$ cat config.mk
export PLATFORM = sky130hd
export DESIGN_NAME = filter_kernel_ctrl
export DESIGN_NICKNAME = d
export VERILOG_FILES = /design/src/rtl/filter_pkg.sv /design/src/rtl/kernel_tag_fifo.sv /design/src/rtl/filter_kernel_ctrl.sv
export SDC_FILE = /design/constraint.sdc
export NUM_CORES = 1
export LEC_CHECK = 0
export BUFFER_PORTS_ARGS = -buffer_cell sky130_fd_sc_hd__buf_2
export CELL_PAD_IN_SITES_DETAIL_PLACEMENT = 0
export CELL_PAD_IN_SITES_GLOBAL_PLACEMENT = 1
export CORE_MARGIN = 2
export CORE_UTILIZATION = 36
export CTS_BUF_LIST = sky130_fd_sc_hd__clkbuf_4 sky130_fd_sc_hd__clkbuf_8
export DETAILED_ROUTE_END_ITERATION = 10
export MAX_ROUTING_LAYER = met4
export PLACE_DENSITY = 0.86
export SYNTH_ARGS = -nofsm -noshare
export SYNTH_HDL_FRONTEND = slang
export SYNTH_HIERARCHICAL = 1
export SYNTH_SLANG_ARGS = --single-unit
export TNS_END_PERCENT = 5
$ cat constraint.sdc
create_clock -name clk_in -period 2.6 [get_ports clk_in]
set_clock_uncertainty 0.2 [all_clocks]
set_input_delay 0.13 -clock clk_in [delete_from_list [all_inputs] [get_ports clk_in]]
set_output_delay 0.13 -clock clk_in [all_outputs]
set_load 0.02 [all_outputs]
$ cat src/rtl/filter_pkg.sv
// Shared types and default geometry for the frame-synchronous filter kernel controller.
package filter_pkg;

  localparam int H_ACTIVE_DFLT    = 320;
  localparam int V_ACTIVE_DFLT    = 240;
  localparam int NUM_KERNELS_DFLT = 6;
  localparam int DEFAULT_K_DFLT   = 0;

  typedef logic [2:0] kernel_id_t;

  typedef enum logic {IDLE, RUN} filter_ctrl_state_t;

endpackage

$ cat src/rtl/kernel_tag_fifo.sv
// Two-entry FIFO of kernel IDs that carries each committed kernel across the line-buffer lag.
// Push is ignored when full unless a pop frees the slot in the same cycle; pop is ignored when empty.
module kernel_tag_fifo
  import filter_pkg::*;
(
  input  logic       clk_in,
  input  logic       rst_in,
  input  logic       push_in,
  input  logic       pop_in,
  input  kernel_id_t data_in,
  output kernel_id_t head_out,
  output logic       full_out,
  output logic       empty_out
);

  kernel_id_t mem_q [2];
  kernel_id_t mem_d [2];
  logic       wr_ptr_q, wr_ptr_d;
  logic       rd_ptr_q, rd_ptr_d;
  logic [1:0] count_q, count_d;
  logic       do_push, do_pop;

  // When full, push and pop share one slot; the head is read from mem_q before it is overwritten.
  always_comb begin
    do_pop   = pop_in && (count_q != 2'd0);
    do_push  = push_in && ((count_q != 2'd2) || do_pop);
    mem_d    = mem_q;
    wr_ptr_d = wr_ptr_q;
    rd_ptr_d = rd_ptr_q;
    count_d  = count_q;
    if (do_push) begin
      mem_d[wr_ptr_q] = data_in;
      wr_ptr_d        = ~wr_ptr_q;
    end
    if (do_pop) begin
      rd_ptr_d = ~rd_ptr_q;
    end
    case ({do_push, do_pop})
      2'b10:   count_d = count_q + 2'd1;
      2'b01:   count_d = count_q - 2'd1;
      default: count_d = count_q;
    endcase
  end

  always_ff @(posedge clk_in) begin
    if (rst_in) begin
      mem_q[0] <= '0;
      mem_q[1] <= '0;
      wr_ptr_q <= 1'b0;
      rd_ptr_q <= 1'b0;
      count_q  <= 2'd0;
    end else begin
      mem_q    <= mem_d;
      wr_ptr_q <= wr_ptr_d;
      rd_ptr_q <= rd_ptr_d;
      count_q  <= count_d;
    end
  end

  assign head_out  = mem_q[rd_ptr_q];
  assign full_out  = (count_q == 2'd2);
  assign empty_out = (count_q == 2'd0);

endmodule

$ cat src/rtl/filter_kernel_ctrl.sv
// Commits kernel-change requests at input frame start and tags output frames with their kernel.
// Define FILTER_CTRL_BORDER_MASK_EN to generate the registered output border mask.
module filter_kernel_ctrl
  import filter_pkg::*;
#(
  parameter int H_ACTIVE    = H_ACTIVE_DFLT,
  parameter int V_ACTIVE    = V_ACTIVE_DFLT,
  parameter int NUM_KERNELS = NUM_KERNELS_DFLT,
  parameter int DEFAULT_K   = DEFAULT_K_DFLT
) (
  input  logic        clk_in,
  input  logic        rst_in,
  input  logic [2:0]  kernel_req_in,
  input  logic        kernel_req_valid_in,
  input  logic        in_valid_in,
  input  logic [10:0] in_hcount_in,
  input  logic [9:0]  in_vcount_in,
  input  logic        out_valid_in,
  input  logic [10:0] out_hcount_in,
  input  logic [9:0]  out_vcount_in,
  output logic [2:0]  kernel_sel_out,
  output logic [2:0]  kernel_tag_out,
  output logic        switch_out,
  output logic [15:0] frame_count_out,
  output logic        req_err_out,
  output logic        tag_err_out,
  output logic        border_mask_out
);

  localparam logic [10:0] H_LAST = 11'(H_ACTIVE - 1);
  localparam logic [9:0]  V_LAST = 10'(V_ACTIVE - 1);
  localparam kernel_id_t  DEF_ID = kernel_id_t'(DEFAULT_K);

  filter_ctrl_state_t state_q, state_d;
  kernel_id_t         pending_q, pending_d;
  kernel_id_t         sel_q, sel_d;
  kernel_id_t         tag_q, tag_d;
  logic               switch_q, switch_d;
  logic [15:0]        frame_cnt_q, frame_cnt_d;
  logic               req_err_q, req_err_d;
  logic               tag_err_q, tag_err_d;

  logic       in_sof, in_eof, out_sof, req_ok;
  kernel_id_t fifo_head;
  logic       fifo_full, fifo_empty;

  assign in_sof  = in_valid_in && (in_hcount_in == 11'd0) && (in_vcount_in == 10'd0);
  assign in_eof  = in_valid_in && (in_hcount_in == H_LAST) && (in_vcount_in == V_LAST);
  assign out_sof = out_valid_in && (out_hcount_in == 11'd0) && (out_vcount_in == 10'd0);
  assign req_ok  = kernel_req_valid_in && ({29'd0, kernel_req_in} < 32'(NUM_KERNELS));

  kernel_tag_fifo u_tag_fifo (
    .clk_in    (clk_in),
    .rst_in    (rst_in),
    .push_in   (in_sof),
    .pop_in    (out_sof),
    .data_in   (pending_q),
    .head_out  (fifo_head),
    .full_out  (fifo_full),
    .empty_out (fifo_empty)
  );

  // Commit uses the registered pending, so a request coinciding with in_sof waits a frame.
  always_comb begin
    state_d     = state_q;
    pending_d   = req_ok ? kernel_req_in : pending_q;
    sel_d       = sel_q;
    tag_d       = tag_q;
    switch_d    = 1'b0;
    frame_cnt_d = frame_cnt_q;
    req_err_d   = kernel_req_valid_in && !req_ok;
    tag_err_d   = tag_err_q;
    if (in_sof) begin
      state_d  = RUN;
      sel_d    = pending_q;
      switch_d = (pending_q != sel_q);
    end
    if (in_eof && (state_q == RUN)) begin
      frame_cnt_d = frame_cnt_q + 16'd1;
    end
    if (out_sof && !fifo_empty) begin
      tag_d = fifo_head;
    end
    if ((in_sof && fifo_full && !out_sof) || (out_sof && fifo_empty)) begin
      tag_err_d = 1'b1;
    end
  end

  always_ff @(posedge clk_in) begin
    if (rst_in) begin
      state_q     <= IDLE;
      pending_q   <= DEF_ID;
      sel_q       <= DEF_ID;
      tag_q       <= DEF_ID;
      switch_q    <= 1'b0;
      frame_cnt_q <= 16'd0;
      req_err_q   <= 1'b0;
      tag_err_q   <= 1'b0;
    end else begin
      state_q     <= state_d;
      pending_q   <= pending_d;
      sel_q       <= sel_d;
      tag_q       <= tag_d;
      switch_q    <= switch_d;
      frame_cnt_q <= frame_cnt_d;
      req_err_q   <= req_err_d;
      tag_err_q   <= tag_err_d;
    end
  end

  assign kernel_sel_out  = sel_q;
  assign kernel_tag_out  = tag_q;
  assign switch_out      = switch_q;
  assign frame_count_out = frame_cnt_q;
  assign req_err_out     = req_err_q;
  assign tag_err_out     = tag_err_q;

`ifdef FILTER_CTRL_BORDER_MASK_EN
  logic border_q, border_d;

  // Flags output pixels whose kernel window straddles the frame edge.
  always_comb begin
    border_d = out_valid_in && ((out_hcount_in == 11'd0) || (out_hcount_in == H_LAST) ||
                                (out_vcount_in == 10'd0) || (out_vcount_in == V_LAST));
  end

  always_ff @(posedge clk_in) begin
    if (rst_in) begin
      border_q <= 1'b0;
    end else begin
      border_q <= border_d;
    end
  end

  assign border_mask_out = border_q;
`else
  assign border_mask_out = 1'b0;
`endif

endmodule
==> metrics.sh <==
H-TREE-DEPTH=2
ANT_NETS=0
SWITCHING_POWER_mW=0.247
DIE_H_UM=78.3
SLEW_MARGIN_REL_PCT=48.6
SETUP_TOTAL_NEGATIVE_SLACK_PS=0
RUN_STATUS='finished, final reports clean'
COMB_POWER_SHARE_PCT=7.0
GRT_PASS1_VIAS=1878
GRT_USAGE_PCT=16.3
TRITONCTS='yes'
N_FILL_CELL=560
CTS_SETUP_BUFFERS=0
CLOCK_POWER_SHARE_PCT=39.6
ENDPOINT_KIND='flop'
MOST_FREQUENT_CELLS_IN_THE_LAYOUT='sky130_fd_sc_hd__buf_2, sky130_fd_sc_hd__dfxtp_1, sky130_fd_sc_hd__a21oi_1'
ANTENNADIODECOUNT=0
ROUTED-VIA-COUNT=2000
PLACE_HPWL_UM=3570
NETS=369
DETAIL_ROUTE.WIRELENGTH_UM=4790
YS_TYPES=39
HP-CLASS='primary input to flop'
SYNTHDOMINANTAREACELLTYPE='sky130_fd_sc_hd__dfxtp_1'
CELL_COUNT_OF_THE_WORST_REG_TO_REG_PATH=4
SYN_NETS=288
POWER.SHARE.SWITCHING_PCT=21.8
FINAL.PERIOD_UTILIZATION_PCT=82.8
MAX_CAP_VIOL_COUNT=0
MAX_FCLK_GHz=0.464
CRIT_PATH_FREQUENT_CELL='sky130_fd_sc_hd__dlygate4sd3_1'
GP_CONGESTION=0.765
POST_LAYOUT_MINIMUM_CYCLE_TIME_PS=2150
WORSTPATHREQUIRED_PS=2630
CELL_INTERNAL_PWR_mW=0.885
CTS_BUFFERS=5
YS.FLOP_TYPE='sky130_fd_sc_hd__dfxtp_1'
FINALMAXSLEWVIOLATIONS=0
SYNTH_ASYNC_SR_FLOP_SHARE_PCT=0
STD_CELL_ROWS=27
PIN_COUNT_OF_THE_BIGGEST_NET_ENTERING_GLOBAL_ROUTING=46
CLKSINKCOUNT=39
FP.COREAREA_SQ_UM=5410
SYN-MEAN-INSTANCE-AREA_SQ_UM=8.43
IOS=76
NUMBER_OF_FLOPS_MAPPED_TO_ENABLE_CELLS_BY_YOSYS=0
SYNTH_TOP_AREA_SHARE_PCT=39.2
RSZ_0062_RAISED_AFTER_GLOBAL_ROUTING='no'
SYNTH.FF_LATCH_COUNT=39
INITIAL_ANTENNA_VIOLATION_COUNT=0
PEAKVDDDROP_mV=0.302
POWER.DENSITY_nW_PER_UM2=436
INITIAL_CORE_UTILIZATION_PCT=36.8
CRITICAL_PATH_ARRIVAL_PS=2180
CRITICAL_PATH.STARTPOINT='kernel_req_in[1]'
SYNTH_CELLS=236
TOTAL_OF_BUFFERS_PLACED_ON_INPUT_AND_OUTPUT_PORTS=74
POWER.STATIC_LEAKAGE_nW=1.04
WORSTSETUPSTARTPOINTTYPE='primary input'
CRITICAL-PATH-SLOWEST-CELL='sky130_fd_sc_hd__dlygate4sd3_1'
DETAIL_ROUTE.ITER0.VIOLATIONS=94
REGTOREGSTARTPOINT='state_q'
POWER.SHARE.SEQUENTIAL_PCT=53.3
HOLD_START='kernel_req_valid_in'
WORST_PATH_LARGEST_CELL_DELAY_PS=560
VIASPERCELL=5.13
WARNING_COUNT_FROM_THE_YOSYS_RUN=6
SYNTHESIS.AREA_SQ_UM=1990
CLKLATENCYLATEPIN_PS=280
GLOBAL_ROUTE_WIRE_LENGTH_BEFORE_REPAIR_UM=8000
TIGHTESTPINTRANSITION_PS=770
AREAGROWTHSYNTHTOFINISH_PCT=30.6
YS_SEQ_AREA_SHARE_PCT=39.2
WL_PER_CELL_UM=12.3
NETLIST_TOP_CELLS_AREA='sky130_fd_sc_hd__dfxtp_1, sky130_fd_sc_hd__a21oi_1, sky130_fd_sc_hd__nand4_1'
HOLD_SLACK_PS=30.6
MAX-CLOCK-PATH-BUFFERS=2
LAYOUT-DRIVE-GT1-SHARE_PCT=30.2
SETUP_VIOL=0
OVERFLOW=0
MIN_PATH_CELLS=3
DIE_AREA_SQ_UM=6140
DETAIL_ROUTE.DRC_VIOLATIONS=0
CRITICAL_PATH_CELL_BY_CELL='dlygate4sd3_1 > buf_2 > nand2_1 > nand3_1 > dlygate4sd3_1 > a21oi_1 > dlygate4sd3_1'
MAXIMUM_FANOUT_COUNT_ALONG_THE_CRITICAL_PATH=3
CRITICAL_PATH_CLASS='primary input to flop'
CTSROOTBUFFERMASTER='sky130_fd_sc_hd__clkbuf_8'
DIE_WIDTH_UM=78.3
FINAL_HOLD_VIOL_COUNT=0
CLKTRANSATPATHREGS_PS=80
DR.PASS1.ITERS=4
LEADING_CELL_TYPE_IN_THE_LAYOUT_FILL_AND_TAPS_EXCLUDED='sky130_fd_sc_hd__buf_2'
## power groups by stage
| stage | Combinational (mW) | Clock (mW) | Sequential [mW] |
|---|---|---|---|
| after floorplan | 0.0268 | 0 | 0.617 |
| after global placement | 0.0712 | 0 | 0.617 |
| final | 0.0794 | 0.449 | 0.604 |
| after detailed placement | 0.0724 | 0 | 0.617 |
| after global routing | 0.0883 | 0.488 | 0.604 |
| after CTS | 0.0798 | 0.464 | 0.603 |
## per-stage QoR
step	total power [mW]	setup slack (ps)	cell area, sq um	utilization [%]	std cells
finish	1.13	447	2600	48.1	390
global route	1.18	215	2600	48.1	390
floorplan	0.644	331	1990	-	236
CTS	1.15	456	2600	48.1	390
detailed placement	0.690	193	2420	44.8	375
global placement	0.688	259	2420	44.8	375
## Yosys cell counts (all sizes together) (3+ instances only)
library cell,instances
a21oi,24
and2,4
and4,4
buf,3
clkbuf,9
dfxtp,39
inv,7
mux2,6
mux2i,3
nand2,11
nand2b,8
nand3,11
nand4,12
nor2,13
nor2b,8
nor3,4
nor4,9
o21ai,17
o31ai,10
or3,4
or4,11
xnor2,5
## state kept, by name (all words and copies together) (netlist names)
signal and cells:
u_tag_fifo/mem_q 6, u_tag_fifo/count_q 2, pending_q 3, frame_count_out 16
kernel_sel_out 3, u_tag_fifo/wr_ptr_q 1, tag_err_out 1, req_err_out 1
kernel_tag_out 3, switch_out 1, u_tag_fifo/rd_ptr_q 1, state_q 1
## final timing paths
path	end	slack (ps)
max	pending_q[0]	450
min reg2reg	kernel_tag_out[1]	270
min	pending_q[1]	30
max reg2reg	frame_count_out[15]	480
## worst max-delay path: cells and delay by family
family	cells	cell delay (ps)
buf+inv	4	1760
simple gates	2	180
compound gates	1	110
## layout make-up
type	instances	area, sq um	share of cell area (%)
Inverter	7	26.3	1.01
Timing Repair Buffer	86	478	18.4
Tap cell	72	90.1	3.47
Clock inverter	1	7.51	0.289
Multi-Input combinational cell	178	1120	43.1
Sequential cell	39	781	30.1
Clock buffer	7	96.3	3.71
## repair_timing
item,CTS,global route
hold buffers,7,0
endpoints found under the hold margin,4,0
resized for setup,0,0
## logic make-up (layout without fill, tap and decap cells)
| kind of cell | Yosys count | after routing | share of synthesized area [%] |
|---|---|---|---|
| simple gates | 105 | 105 | 31.6 |
| buf+inv | 19 | 101 | 4.53 |
| xor+xnor | 6 | 6 | 2.64 |
| fa+ha+maj | 2 | 2 | 1.26 |
| compound gates | 55 | 55 | 15.7 |
| mux | 9 | 9 | 4.91 |
| other cells | 1 | 1 | 0.188 |
| flops | 39 | 39 | 39.2 |
## metal layers
| layer | share of wire, % | wire length (um) | GRT usage (%) |
|---|---|---|---|
| met5 | 0 | 0 | - |
| met4 | 0.77 | 37 | 4.21 |
| met3 | 3.6 | 173 | 3.33 |
| met2 | 49 | 2360 | 28.8 |
| met1 | 46 | 2220 | 19.0 |
(Power assumes the default switching activity.)
